<file path="src/rtl/uart_rx_if.sv">
// Consumer-side handshake of the UART receiver: received byte, valid/ren
// acknowledge and the one-cycle error pulses.
interface uart_rx_if;
  logic [7:0] dout;
  logic       valid;
  logic       ren;
  logic       frame_err;
  logic       overrun;

  modport master (output dout, valid, frame_err, overrun, input ren);
  modport slave  (input dout, valid, frame_err, overrun, output ren);
endinterface

</file>
<file path="src/rtl/uart_rx.sv">
// 8N1 UART receiver: two-flop line synchroniser, mid-bit sampling, byte
// hand-off on valid/ren with framing-error and overrun pulses.
module uart_rx #(
  parameter int CLKS_PER_BIT = 1085,
  parameter int HALF_BIT     = CLKS_PER_BIT / 2
) (
  input  logic      clk,
  input  logic      rst,
  input  logic      rx_in,
  uart_rx_if.master rx_bus
);

  localparam int CNT_W = $clog2(CLKS_PER_BIT);
  localparam logic [CNT_W-1:0] BIT_LAST  = CNT_W'(CLKS_PER_BIT - 1);
  localparam logic [CNT_W-1:0] HALF_LAST = CNT_W'(HALF_BIT - 1);

  typedef enum logic [2:0] {IDLE, START, DATA, STOP, WAIT_HIGH} state_e;

  state_e           state_q, state_d;
  logic [CNT_W-1:0] cnt_q, cnt_d;
  logic [2:0]       bit_q, bit_d;
  logic [7:0]       shift_q, shift_d;
  logic [7:0]       dout_q, dout_d;
  logic             valid_q, valid_d;
  logic             frame_err_q, frame_err_d;
  logic             overrun_q, overrun_d;
  logic             sync_q, rx_s_q;

  // NOTE: every register updates with <= so all flops see pre-edge values,
  // independent of statement order. Synchroniser resets to idle-high so a
  // released reset never looks like a start edge.
  always_ff @(posedge clk) begin
    if (rst) begin
      sync_q      <= 1'b1;
      rx_s_q      <= 1'b1;
      state_q     <= IDLE;
      cnt_q       <= '0;
      bit_q       <= '0;
      shift_q     <= '0;
      dout_q      <= '0;
      valid_q     <= 1'b0;
      frame_err_q <= 1'b0;
      overrun_q   <= 1'b0;
    end else begin
      sync_q      <= rx_in;
      rx_s_q      <= sync_q;
      state_q     <= state_d;
      cnt_q       <= cnt_d;
      bit_q       <= bit_d;
      shift_q     <= shift_d;
      dout_q      <= dout_d;
      valid_q     <= valid_d;
      frame_err_q <= frame_err_d;
      overrun_q   <= overrun_d;
    end
  end

  // NOTE: every next-state signal gets a default before the case, so no path
  // leaves one unassigned and no latch is inferred.
  always_comb begin
    state_d     = state_q;
    cnt_d       = cnt_q;
    bit_d       = bit_q;
    shift_d     = shift_q;
    dout_d      = dout_q;
    valid_d     = valid_q && !rx_bus.ren;
    frame_err_d = 1'b0;
    overrun_d   = 1'b0;

    unique case (state_q)
      IDLE: begin
        if (!rx_s_q) begin
          state_d = START;
          cnt_d   = '0;
        end
      end
      START: begin
        if (cnt_q == HALF_LAST) begin
          cnt_d = '0;
          if (rx_s_q) begin
            state_d = IDLE;
          end else begin
            state_d = DATA;
            bit_d   = '0;
          end
        end else begin
          cnt_d = cnt_q + 1'b1;
        end
      end
      DATA: begin
        if (cnt_q == BIT_LAST) begin
          cnt_d   = '0;
          shift_d = {rx_s_q, shift_q[7:1]};
          bit_d   = bit_q + 1'b1;
          if (bit_q == 3'd7) state_d = STOP;
        end else begin
          cnt_d = cnt_q + 1'b1;
        end
      end
      STOP: begin
        if (cnt_q == BIT_LAST) begin
          cnt_d = '0;
          if (rx_s_q) begin
            // A read in the completion cycle frees the slot, so it is not an overrun.
            dout_d    = shift_q;
            valid_d   = 1'b1;
            overrun_d = valid_q && !rx_bus.ren;
            state_d   = IDLE;
          end else begin
            frame_err_d = 1'b1;
            state_d     = WAIT_HIGH;
          end
        end else begin
          cnt_d = cnt_q + 1'b1;
        end
      end
      WAIT_HIGH: begin
        if (rx_s_q) state_d = IDLE;
      end
      default: state_d = IDLE;
    endcase
  end

  assign rx_bus.dout      = dout_q;
  assign rx_bus.valid     = valid_q;
  assign rx_bus.frame_err = frame_err_q;
  assign rx_bus.overrun   = overrun_q;

endmodule

</file>
<file path="src/flat_wrapper.sv">
// flat-port wrapper written by rule: the top's interface ports become plain ports
module uart_rx_flat 
#(
  parameter int CLKS_PER_BIT = 1085,
  parameter int HALF_BIT     = CLKS_PER_BIT / 2
)
  (clk, rst, rx_in, rx_bus_dout, rx_bus_valid, rx_bus_frame_err, rx_bus_overrun, rx_bus_ren);
  uart_rx_if rx_bus_i ();
  input  logic clk;
  input  logic rst;
  input  logic rx_in;
  output wire logic [$bits(rx_bus_i.dout)-1:0] rx_bus_dout;
  output wire logic [$bits(rx_bus_i.valid)-1:0] rx_bus_valid;
  output wire logic [$bits(rx_bus_i.frame_err)-1:0] rx_bus_frame_err;
  output wire logic [$bits(rx_bus_i.overrun)-1:0] rx_bus_overrun;
  input wire logic [$bits(rx_bus_i.ren)-1:0] rx_bus_ren;
  assign rx_bus_dout = rx_bus_i.dout;
  assign rx_bus_valid = rx_bus_i.valid;
  assign rx_bus_frame_err = rx_bus_i.frame_err;
  assign rx_bus_overrun = rx_bus_i.overrun;
  assign rx_bus_i.ren = rx_bus_ren;
  uart_rx #(.CLKS_PER_BIT(CLKS_PER_BIT), .HALF_BIT(HALF_BIT)) u_core (.clk(clk), .rst(rst), .rx_in(rx_in), .rx_bus(rx_bus_i));
endmodule
</file>
<file path="config.mk">
export PLATFORM = sky130hd
export DESIGN_NAME = uart_rx_flat
export DESIGN_NICKNAME = d
export VERILOG_FILES = /design/src/rtl/uart_rx_if.sv /design/src/rtl/uart_rx.sv /design/src/flat_wrapper.sv
export SDC_FILE = /design/constraint.sdc
export NUM_CORES = 1
export LEC_CHECK = 0
export CAP_MARGIN = 20
export CORE_AREA = 3 3 71 73
export DETAILED_ROUTE_END_ITERATION = 7
export DIE_AREA = 0 0 74 76
export PLACE_DENSITY = 0.6
export SYNTH_ARGS = -nofsm -noshare
export SYNTH_HDL_FRONTEND = slang
export SYNTH_SLANG_ARGS = --single-unit
</file>
<file path="constraint.sdc">
create_clock -name clk -period 6.7 [get_ports clk]
set_clock_uncertainty 0.1 [all_clocks]
set_input_delay 1.34 -clock clk [delete_from_list [all_inputs] [get_ports clk]]
set_output_delay 1.34 -clock clk [all_outputs]
set_load 0.05 [all_outputs]
</file>
* Yosys cells after proc, flatten, opt, wreduce, memory -nomap -nowiden
Index checks and enable logic that the tools add are counted.
Cells by class: $add $sub $neg 2, eq/ne operators 14, multiplexer cells 21, bitwise gates (word level) 3, reductions and logical operators 13
Operators by type and width (count):
- $mux W11 | 3
- $pmux W11 S3 | 1
- $mux W3 | 10
- $pmux W3 S5 | 1
- $add A11 B1 Y11 const B | 1
- $eq A11 B10 Y1 const B | 1
- $eq A11 B11 Y1 const B | 1
- $ne A2 B1 Y1 const B | 5
- $eq A3 B2 Y1 const B | 2
- $eq A3 B3 Y1 const B | 2
- $pmux W3 S2 | 1
- $reduce_and A6 Y1 | 1
- $mux W1 | 4
- $ne A2 B2 Y1 const B | 2
- $reduce_and A2 Y1 | 2
- $reduce_and A4 Y1 | 1
- $reduce_or A4 Y1 | 1
- $add A3 B1 Y3 const B | 1
- $eq A3 B1 Y1 const B | 1
- $logic_not A3 Y1 | 1
- $not A1 Y1 | 3
- $reduce_and A3 Y1 | 1
- $reduce_bool A3 Y1 | 1
- $reduce_or A3 Y1 | 1
- other kinds (5) | 5
Word-level totals: bits in registers 38, input port bits 4

* Depth between registers and ports, before layout
word-level depth 5, depth in mapped cells 8, gate-level depth less buffers 7

* Least setup slack after synthesis
OpenSTA, ideal clock, no wires.
path kind in2reg, start input port rst, end register u_core.dout_q[0] (netlist: u_core.rx_bus.dout[0]), setup time 128 ps, data arrival time 2201 ps, data required time 6472 ps, path slack 4272 ps, stages 4, path buffers 3, cell sequence clkbuf_1 clkbuf_1 clkbuf_1 nor2_1
RTL lines:
- start, declared | line flat_wrapper.sv:10 | input logic rst;
- end signal, assigned | line uart_rx.sv:51 | dout_q <= dout_d;
- end, declared | line uart_rx.sv:23 | logic [7:0] dout_q, dout_d;
No word-level cell between the ends.

* Worst setup path after layout
start register u_core.valid_q (netlist: u_core.rx_bus.valid), end output port rx_bus_valid
RTL lines:
- start, declared | line uart_rx.sv:24 | logic valid_q, valid_d;
- start signal, assigned | line uart_rx.sv:52 | valid_q <= valid_d;
- end, declared | line flat_wrapper.sv:13 | output wire logic [$bits(rx_bus_i.valid)-1:0] rx_bus_valid;
No word-level cell between the ends.

==> reports/summary.log <==
INFO  status         status=completed
INFO  floorplanning  floorplan.die_area=0.00562mm^2
INFO  clocking       clk_path_buf_depth=2
INFO  cells_and_area layout.nets=220
INFO  route          wire_per_inst=12.2um
INFO  yosys          synthFlopType=sky130_fd_sc_hd__dfxtp_1
INFO  yosys          synth_top_cells_by_area=sky130_fd_sc_hd__dfxtp_1 44%, sky130_fd_sc_hd__nand2_1 7.1%, sky130_fd_sc_hd__mux2i_1 6.3%, sky130_fd_sc_hd__a21oi_1 5.2%, sky130_fd_sc_hd__nor2_1 4.1%
INFO  clocking       post_cts_hold_buffer_count=0
INFO  yosys          synth_seq_cells=38
INFO  floorplanning  die_width=74um
INFO  sta            report.final.setup_viol=0
INFO  global_routing antenna_found_initial=0
INFO  placement      placed_cells_incl_taps=256
INFO  yosys          post_synth_inst_count=199
INFO  global_routing wire_length_of_the_first_global_routing_pass=5600um
INFO  floorplanning  floorplan.io_pins=15
INFO  placement      dp_hpwl=2180um
INFO  global_routing global_route.usage.total=12.7%
INFO  placement      gp_congestion=0.807
INFO  power          power.density=236mW/mm^2
INFO  route          viasPerCell=5.22
INFO  global_routing grt_start_max_net_pins=37
INFO  cells_and_area drive_gt1_share=9.43%
INFO  sta            maxClockFrequency=0.346GHz
INFO  setup_path     cp.required=5.26ns
INFO  setup_path     cp_top_family=buffers and inverters
INFO  sta            final_hold_viol_count=0
INFO  clocking       tritoncts_clock_tree=yes
INFO  cells_and_area final.fill_count=412
INFO  yosys          synthArstFlopShare=0%
INFO  sta            post_route_clock_period_utilization=43.1%
INFO  sta            fin_tns_setup=0ns
INFO  setup_path     timing.critical_path.from_type=flip-flop
INFO  setup_path     timing.critical_path.to_type=primary output
INFO  placement      placement.cell_area=0.00191mm^2
INFO  yosys          number_of_distinct_library_cells_after_synthesis=39
INFO  sta            period_minus_slack=2.89ns
INFO  setup_path     crit_buf_inv=1
INFO  clocking       ctsRootBufferMaster=sky130_fd_sc_hd__clkbuf_8
INFO  setup_path     critPathArrivalTime=1.45ns
INFO  route          wl=3220um
INFO  floorplanning  floorplan.initialDensity=39.6%
INFO  clocking       cts_repair_resize_count=0
INFO  yosys          postSynthNetCount=208
INFO  yosys          yosysSeqAreaShare=43.6%
INFO  sta            worst_relative_slew_slack=64.0%
INFO  cells_and_area layout.cells.most_common=sky130_fd_sc_hd__dfxtp_1
INFO  yosys          syn_area=0.00175mm^2
INFO  route          detailedRoute.firstPassIterationCount=4
INFO  sta            tightestPinTransition=0.540ns
INFO  floorplanning  floorplan.die.height=76um
INFO  setup_path     critical_path.slowest_cell=sky130_fd_sc_hd__clkdlybuf4s50_1
INFO  yosys          synth_area_leader_cell=sky130_fd_sc_hd__dfxtp_1
INFO  clocking       cts_setup_buffers=0
INFO  clocking       insertion_delay=0.30ns
INFO  cells_and_area postLayoutCoreUtil=46.4%
INFO  cells_and_area design_area=0.00205mm^2
INFO  route          initialDrtViolationCount=71
INFO  setup_path     crit_path_cell_trace=clkdlybuf4s50_1
INFO  route          drc_errors=0
INFO  floorplanning  core-area=0.00441mm^2
INFO  job            max_cap_viol_count=0
INFO  yosys          synth_edf_count=0
INFO  cells_and_area post_layout_nonfiller_instances=264
INFO  power          cellLeakagePower=0.000691uW
INFO  floorplanning  core.rowCount=24
INFO  yosys          synth-warning-count=0
INFO  power          design_power_total=484uW
INFO  setup_path     worst_path_largest_cell_delay=0.81ns
INFO  sta            rsz0062_at_grt=no
INFO  cells_and_area diodes=0
INFO  power          irDropWorstVdd=0.124mV
INFO  yosys          synth_top_area_share=43.6%
INFO  clocking       cts_sinks=38
INFO  clocking       htree_num_levels=2
INFO  clocking       worst_setup_hold_path_clk_slew=0.08ns
INFO  setup_path     path_max_fanout=3
INFO  route          routed_via_count=1378
INFO  min_path       hold_path.class=flip-flop to flip-flop
INFO  setup_path     timing.setup.critical_path_class=flip-flop to primary output
INFO  placement      io_buffers=14
INFO  global_routing first_global_vias=1236
INFO  yosys          postSynthAreaPerCell=8.78um^2
INFO  clocking       numCtsBuffers=5
INFO  global_routing grt_remaining_overflow=0
INFO  sta            report.final.slew_viol_count=0
INFO  cells_and_area flow.area_growth_from_synthesis=17.3%
INFO  route          postRouteAntennaNets=0
INFO  cells_and_area layout.cells.most_common_list=38 x sky130_fd_sc_hd__dfxtp_1, 33 x sky130_fd_sc_hd__nand2_1, 19 x sky130_fd_sc_hd__nor2_1
==> per-layer routing <==
| layer | GRT usage (%) | up-vias | wire (um) |
|---|---|---|---|
| met5 | 0 | - | 0 |
| met4 | 8.33 | 0 | 103 |
| met3 | 3.56 | 10 | 114 |
| met2 | 17.7 | 26 | 1370 |
| met1 | 16.7 | 626 | 1620 |
| li1 | - | 716 | - |
==> worst register-to-register path: stages (launching register included) <==
cell and delay (ns):
sky130_fd_sc_hd__dfxtp_1 0.37, sky130_fd_sc_hd__or4b_1 0.72, sky130_fd_sc_hd__nor3_1 0.25, sky130_fd_sc_hd__and4_1 0.58
sky130_fd_sc_hd__mux2i_1 0.26, sky130_fd_sc_hd__nor2_1 0.06
==> layout make-up <==
type | count | area (um^2) | share of cell area (%)
tap | 52 | 65.1 | 3.17
inverter | 3 | 11.3 | 0.549
clock buffer | 5 | 68.8 | 3.36
multi-input combinational | 147 | 920 | 44.9
clock inverter | 3 | 68.8 | 3.36
timing repair buffer | 16 | 155 | 7.57
sequential | 38 | 761 | 37.1
==> through the flow <==
step                setup WS [ns]  hold WS, ns
floorplan                    4.27        0.289
global placement             3.75        0.295
detailed placement           3.75        0.296
CTS                          3.80        0.308
global route                 3.74        0.330
finish                       3.81        0.305
==> synthesized netlist by cell type, drive strengths merged, types with 2 or more instances <==
master	instances
mux2i	11
xor2	2
nand2b	5
nand2	34
a21o	2
clkbuf	7
a22o	2
nor2	19
nand3	7
o21ai	9
a21oi	19
buf	4
a211oi	5
nor3	3
o31ai	2
ha	5
nor2b	2
or4b	2
nor3b	3
nor4	2
inv	3
dfxtp	38
or2	2
==> kinds of logic after synthesis <==
logic type                 count (synthesis)  share of synthesized area [%]
and+or+nand+nor                           86                           24.3
AOI/OAI and AO/OA                         42                           16.6
DFF                                       38                           43.6
buffers and inverters                     14                           3.80
muxes                                     12                           7.16
adders and majority gates                  5                           3.58
xor gates and xnor gates                   2                           1.00
==> registers in the layout, summed over array words and instances, names as in the netlist <==
signal,cells
u_core.bit_q,3
u_core.cnt_q,11
u_core.rx_bus.dout,8
u_core.rx_bus.frame_err,1
u_core.rx_bus.overrun,1
u_core.rx_bus.valid,1
u_core.rx_s_q,1
u_core.shift_q,8
u_core.state_q,3
u_core.sync_q,1
==> final timing paths <==
path                                                     start                            endpoint  slack [ns]  cells after the start
worst max-delay path            u_core.rx_bus.valid$_SDFF_PP0_                        rx_bus_valid        3.81                      1
worst min-delay path                  u_core.sync_q$_SDFF_PP1_            u_core.rx_s_q$_SDFF_PP1_        0.30                      1
worst max register to register    u_core.cnt_q[6]$_SDFFE_PP0P_  u_core.rx_bus.dout[3]$_SDFFE_PP0P_        4.25                      5
worst min register to register        u_core.sync_q$_SDFF_PP1_            u_core.rx_s_q$_SDFF_PP1_        0.30                      1
==> where the power goes <==
part           leakage [uW]  switching (uW)  internal (uW)
registers          0.000307            2.65            227
logic              0.000316            11.6           9.44
clock network     0.0000683            83.5            149
(Power assumes the default switching activity.)
